--- src/rtl/rom_fetch_ctrl_if.sv ---
// rtl/rom_fetch_ctrl_if.sv - request/response and ROM-side signals of the shared ROM fetch controller
interface rom_fetch_ctrl_if #(
  parameter int A_WIDTH = 12,
  parameter int D_WIDTH = 8
);
  logic               if_req;
  logic [A_WIDTH-1:0] if_addr;
  logic               if_valid;
  logic [31:0]        if_rdata;
  logic               ld_req;
  logic [A_WIDTH-1:0] ld_addr;
  logic               ld_valid;
  logic [31:0]        ld_rdata;
  logic [A_WIDTH-1:0] mem_addr;
  logic [D_WIDTH-1:0] mem_rd;
  logic               busy;

  // Requesters and the ROM together form the environment side.
  modport master (
    output if_req, if_addr, ld_req, ld_addr, mem_rd,
    input  if_valid, if_rdata, ld_valid, ld_rdata, mem_addr, busy
  );

  modport slave (
    input  if_req, if_addr, ld_req, ld_addr, mem_rd,
    output if_valid, if_rdata, ld_valid, ld_rdata, mem_addr, busy
  );
endinterface

--- src/rtl/rom_fetch_ctrl.sv ---
// rtl/rom_fetch_ctrl.sv - round-robin arbiter assembling big-endian 32-bit words from a byte-wide ROM
module rom_fetch_ctrl #(
  parameter int A_WIDTH = 12,
  parameter int D_WIDTH = 8
) (
  input  logic             clk,
  input  logic             rst,
  rom_fetch_ctrl_if.slave  bus
);
  typedef enum logic [1:0] {IDLE, READ, DONE} state_t;

  state_t             state;
  logic               gnt_ld;
  logic               last_ld;
  logic [A_WIDTH-1:0] base;
  logic [1:0]         cnt;
  logic [1:0]         cnt_nxt;
  logic [23:0]        word;
  logic               pick_ld;
  logic [7:0]         rd_byte;

  // Load wins only when fetch is idle or fetch was the last grant.
  assign pick_ld = bus.ld_req && (!bus.if_req || !last_ld);
  assign cnt_nxt = cnt + 2'd1;
  assign rd_byte = bus.mem_rd[D_WIDTH-1 -: 8];

  always_ff @(posedge clk or posedge rst) begin
    if (rst) begin
      state        <= IDLE;
      gnt_ld       <= 1'b0;
      last_ld      <= 1'b1;
      base         <= '0;
      cnt          <= 2'd0;
      word         <= 24'd0;
      bus.mem_addr <= '0;
      bus.if_valid <= 1'b0;
      bus.ld_valid <= 1'b0;
      bus.if_rdata <= 32'd0;
      bus.ld_rdata <= 32'd0;
      bus.busy     <= 1'b0;
    end else begin
      case (state)
        IDLE: begin
          if (bus.if_req || bus.ld_req) begin
            gnt_ld       <= pick_ld;
            last_ld      <= pick_ld;
            base         <= pick_ld ? bus.ld_addr : bus.if_addr;
            bus.mem_addr <= pick_ld ? bus.ld_addr : bus.if_addr;
            cnt          <= 2'd0;
            bus.busy     <= 1'b1;
            state        <= READ;
          end
        end
        READ: begin
          word <= {word[15:0], rd_byte};
          cnt  <= cnt_nxt;
          if (cnt == 2'd3) begin
            state <= DONE;
            if (gnt_ld) begin
              bus.ld_valid <= 1'b1;
              bus.ld_rdata <= {word, rd_byte};
            end else begin
              bus.if_valid <= 1'b1;
              bus.if_rdata <= {word, rd_byte};
            end
          end else begin
            // Address arithmetic wraps naturally at A_WIDTH bits.
            bus.mem_addr <= base + A_WIDTH'(cnt_nxt);
          end
        end
        DONE: begin
          bus.if_valid <= 1'b0;
          bus.ld_valid <= 1'b0;
          bus.busy     <= 1'b0;
          state        <= IDLE;
        end
        default: state <= IDLE;
      endcase
    end
  end
endmodule

--- src/flat_wrapper.sv ---
// flat-port wrapper written by rule: the top's interface ports become plain ports
module rom_fetch_ctrl_flat 
#(
  parameter int A_WIDTH = 12,
  parameter int D_WIDTH = 8
)
  (clk, rst, bus_if_req, bus_if_addr, bus_ld_req, bus_ld_addr, bus_mem_rd, bus_if_valid, bus_if_rdata, bus_ld_valid, bus_ld_rdata, bus_mem_addr, bus_busy);
  rom_fetch_ctrl_if #(.A_WIDTH(A_WIDTH), .D_WIDTH(D_WIDTH)) bus_i ();
  input  logic clk;
  input  logic rst;
  input wire logic [$bits(bus_i.if_req)-1:0] bus_if_req;
  input wire logic [$bits(bus_i.if_addr)-1:0] bus_if_addr;
  input wire logic [$bits(bus_i.ld_req)-1:0] bus_ld_req;
  input wire logic [$bits(bus_i.ld_addr)-1:0] bus_ld_addr;
  input wire logic [$bits(bus_i.mem_rd)-1:0] bus_mem_rd;
  output wire logic [$bits(bus_i.if_valid)-1:0] bus_if_valid;
  output wire logic [$bits(bus_i.if_rdata)-1:0] bus_if_rdata;
  output wire logic [$bits(bus_i.ld_valid)-1:0] bus_ld_valid;
  output wire logic [$bits(bus_i.ld_rdata)-1:0] bus_ld_rdata;
  output wire logic [$bits(bus_i.mem_addr)-1:0] bus_mem_addr;
  output wire logic [$bits(bus_i.busy)-1:0] bus_busy;
  assign bus_i.if_req = bus_if_req;
  assign bus_i.if_addr = bus_if_addr;
  assign bus_i.ld_req = bus_ld_req;
  assign bus_i.ld_addr = bus_ld_addr;
  assign bus_i.mem_rd = bus_mem_rd;
  assign bus_if_valid = bus_i.if_valid;
  assign bus_if_rdata = bus_i.if_rdata;
  assign bus_ld_valid = bus_i.ld_valid;
  assign bus_ld_rdata = bus_i.ld_rdata;
  assign bus_mem_addr = bus_i.mem_addr;
  assign bus_busy = bus_i.busy;
  rom_fetch_ctrl #(.A_WIDTH(A_WIDTH), .D_WIDTH(D_WIDTH)) u_core (.clk(clk), .rst(rst), .bus(bus_i));
endmodule
--- config.mk ---
export PLATFORM = sky130hd
export DESIGN_NAME = rom_fetch_ctrl_flat
export DESIGN_NICKNAME = d
export VERILOG_FILES = /design/src/rtl/rom_fetch_ctrl_if.sv /design/src/rtl/rom_fetch_ctrl.sv /design/src/flat_wrapper.sv
export SDC_FILE = /design/constraint.sdc
export NUM_CORES = 1
export LEC_CHECK = 0
export ABC_CLOCK_PERIOD_IN_PS = 3350
export BUFFER_PORTS_ARGS = -buffer_cell sky130_fd_sc_hd__buf_2
export CAP_MARGIN = 20
export CORE_ASPECT_RATIO = 0.7
export CORE_MARGIN = 4
export CORE_UTILIZATION = 40
export CTS_CLUSTER_SIZE = 25
export DETAILED_ROUTE_END_ITERATION = 8
export PLACE_DENSITY = 0.67
export SLEW_MARGIN = 40
export SYNTH_ARGS = -nofsm -noshare
export SYNTH_HDL_FRONTEND = slang
export SYNTH_SLANG_ARGS = --single-unit
export TNS_END_PERCENT = 1
--- constraint.sdc ---
create_clock -name clk -period 3.35 [get_ports clk]
set_input_delay 0.1675 -clock clk [delete_from_list [all_inputs] [get_ports clk]]
set_output_delay 0.1675 -clock clk [all_outputs]
set_load 0.05 [all_outputs]
==> results.md <==
* Area inside the core boundary at around 13,000 µm²
* Setup total negative slack at 0 ns
* Max-capacitance violation count at 0
* Fraction of the cycle the final worst path needs at 68.97%
* Startpoint of the tightest hold check path: bus_if_addr[5]
* Highest-count cells in the layout ignoring fill and taps: dfrtp_1, buf_2, nand2_1, mux2_2, mux2_4
* Origin of the worst setup path: u_core.cnt[0]
* Number of buffers between clock root and the deepest sink at 2
* Layout cell share with drive strength beyond 1 at 41.40%
* Number of iterations in the first detailed-routing pass at 4
* Smallest setup slack after layout at around 1.0 ns
* Number of clock sinks at around 120
* Average cell area after synthesis at ~13 µm²
* Reg-to-reg endpoint: u_core.bus.mem_addr[9]
* DRC violation count after routing at 0
* Final std cell area, no fill at approximately 6500 µm²
* Synthesized netlist net count at 443
* Antenna Diode Count at 0
* Hold Crit Class: in -> reg
* Clock root buffer: clkbuf_16
* Total Routing Usage GR at 16.82%
* Multiplexer share of the synthesized area at a little under a fifth
* Total number of vias at approximately 3,500
* Number of routed nets with antenna violations at 0
* Transition time at the pin with the least slew margin at 0.5936 ns
* # H-tree levels at 4
* Area of the die at 14,750 µm²
* Startpoint class of the critical path: flip-flop
* Post-detailed-placement half-perimeter wirelength at a little under 8000 µm
* Height of the die at between 100 and 150 µm
* Register-to-register setup slack at between 1 and 1.5 ns
* Final-layout worst hold slack at 0.08297 ns
* Basic-gate share of the synthesized area counting and, or, nand and nor cells at 10.81%
* Clock Latency Late Sink at between 0.4 and 0.5 ns
* Commonest register cell after synthesis: dfrtp_1
* Total wirelength of the detailed-routed design at roughly 12,000 µm
* Count of cell types in the netlist at between 40 and 50
* Cell area after synthesis at slightly above 5000 µm²
* Post_cts resized at 0
* Net count, final at 570
* Slew HR at roughly three fifths
* Via count normalized by instance count at about 5.0
* Final-report hold violation count at 0
* Remaining global-route overflow at 0
* Clk_skew at approximately 0.0084 ns
* Clock slew seen by the registers of the worst setup and hold paths at ~0.05 ns
* Required time of the critical path at ~3.6 ns
* Commonest non-fill, non-tap cell in the layout: dfrtp_1
* TritonCTS clock tree: yes
* First DRT Iteration DRCs at roughly 160
* Unrepaired setup endpoints after global routing: no
* Gate count after technology mapping at a little over 400
* Reg2Reg Launch Point: u_core.cnt[0]
* Effective utilization at floorplan at about two fifths
* Number of pins exceeding their max-slew limit in the final report at 0
* Fillers at 1,081
* Worst setup slack before clock tree synthesis at approximately 1.1 ns
* Max Freq at 432.8 MHz
* Worst Reg-to-Reg Cells at 6
* Endpoint kind of the worst setup timing path: flip-flop
* Final estimated routing congestion in global placement at 0.7817
* Compound-gate portion of the synthesized area at about 6%
* Number of setup violations in the final report at 0
* Worst hold path cell count at 3
* Share of flip-flops with an asynchronous set or reset after synthesis at 100.0%
* Synthesis Warnings at 0
* Worst Hold End: u_core.base[5]
* Initial antenna violation count at 0
* Number of enable flip-flop cells after synthesis at 0
* Largest family of logic cells by synthesized area: multiplexers
* Critical Path Fanout Max at 7
* Via count of the first global-routing pass at 3,614
* Number of register bits inferred by synthesis at approximately 120
* WL/cell at 16.68 µm
* Wire length of the first global-routing pass at 18,970 µm
* Sequential-to-total area share from yosys stat at 58.96%
* CTS Buf Count at 17
* Syn-to-layout area delta at 26.96%
* Buffers on Ports at between 100 and 150
* Arrival time reported for the critical path endpoint at 2.60 ns
* Period minus WS final at 2.311 ns
* Horizontal die dimension at about 140 µm
* Pin count of the biggest net entering global routing at 54
* Outcome: complete, no violations
* Std-Cell Rows at 34
* Xor and xnor fraction of the mapped netlist area at less than 1%
* Arithmetic-cell share of the synthesized area counting full adders, half adders and majority gates at 1.120%
* Num ports at 115
* Total placed instance area at a little under 6000 µm²
* Worst Path Class, Setup: reg -> reg
## cells in the mapped netlist, types with 2 or more instances
cell type  count  area [µm²]
dfrtp_1      120        3003
nand2_1       90       337.8
mux2_2        36       405.4
mux2_4        29       435.4
o21ai_0       15       75.07
mux2i_1       12       120.1
nand3_1        9       45.04
a21o_1         8       60.06
clkbuf_1       6       22.52
a21oi_1        5       25.02
buf_6          5       56.30
inv_1          5       18.77
or3_1          5       31.28
buf_2          4       20.02
nor2_1         4       15.01
nor3_1         4       20.02
xor2_1         4       35.03
a211oi_1       3       22.52
a22o_1         3       26.28
a32o_1         3       30.03
buf_12         3       60.06
ha_1           3       37.54
o22ai_1        3       18.77
a221o_1        2       20.02
buf_1          2       7.510
nand2b_1       2       12.51
nand4_1        2       12.51
nor3b_1        2       15.01
nor4b_1        2       17.52
## worst max path at each step
stage	end	slack, ns	cells after the start
after detailed placement	u_core.bus.mem_addr[9]	1.09	6
after CTS	u_core.bus.mem_addr[9]	1.08	6
after global routing	u_core.bus.mem_addr[9]	0.95	6
final	u_core.bus.mem_addr[9]	1.04	6
after global placement	u_core.bus.mem_addr[11]	1.17	6
after floorplan	u_core.bus.mem_addr[11]	1.31	6
## sequential cells by signal (all words and copies together), names as in the netlist
| register | flops |
|---|---|
| u_core.last_ld | 1 |
| u_core.bus.if_rdata | 32 |
| u_core.bus.mem_addr | 12 |
| u_core.base | 12 |
| u_core.bus.busy | 1 |
| u_core.bus.if_valid | 1 |
| u_core.state | 2 |
| u_core.bus.ld_valid | 1 |
| u_core.word | 24 |
| u_core.cnt | 2 |
| u_core.bus.ld_rdata | 32 |
| u_core.gnt_ld | 1 |
## through the flow
step	utilization, %	cells
floorplan	-	403
global placement	46.48	663
detailed placement	46.80	664
CTS	52.15	703
global route	52.15	703
finish	52.15	703
## metal layers
layer	up-vias	GRT usage [%]	share of wire (%)
met3	15	5.100	6.4
li1	1643	-	-
met5	-	0	0
met1	1745	23.33	48
met4	0	6.585	1.5
met2	118	24.92	44
## cell families after synthesis
kind of cell / after synthesis
muxes: 77
buffers and inverters: 26
xor gates and xnor gates: 4
DFF: 121
and+or+nand+nor: 126
adders and majority gates: 4
AOI/OAI and AO/OA: 45
## what timing repair did
action                    in CTS  in global routing
hold endpoints to repair      31                  0
setup buffers                  0                  0
hold buffers                   9                  0
## worst max-delay path, stage by stage (launching register included)
cell and delay, ns:
dfrtp_1 0.40, ha_1 0.35, ha_1 0.28, a21oi_1 0.45, nor4b_1 0.16, or3_1 0.33
a32o_1 0.22
## cell type report
class | instances | area (µm²) | area share [%]
Clock buffer | 22 | 484.2 | 7.424
Clock inverter | 8 | 95.09 | 1.458
Inverter | 5 | 22.52 | 0.3453
Multi-Input combinational cell | 256 | 1946 | 29.83
Sequential cell | 121 | 3029 | 46.44
Tap cell | 162 | 202.7 | 3.108
Timing Repair Buffer | 129 | 743.2 | 11.39
Power is not shown: default switching activity piles up to over one toggle a cycle in this logic, so the estimate is an artifact.
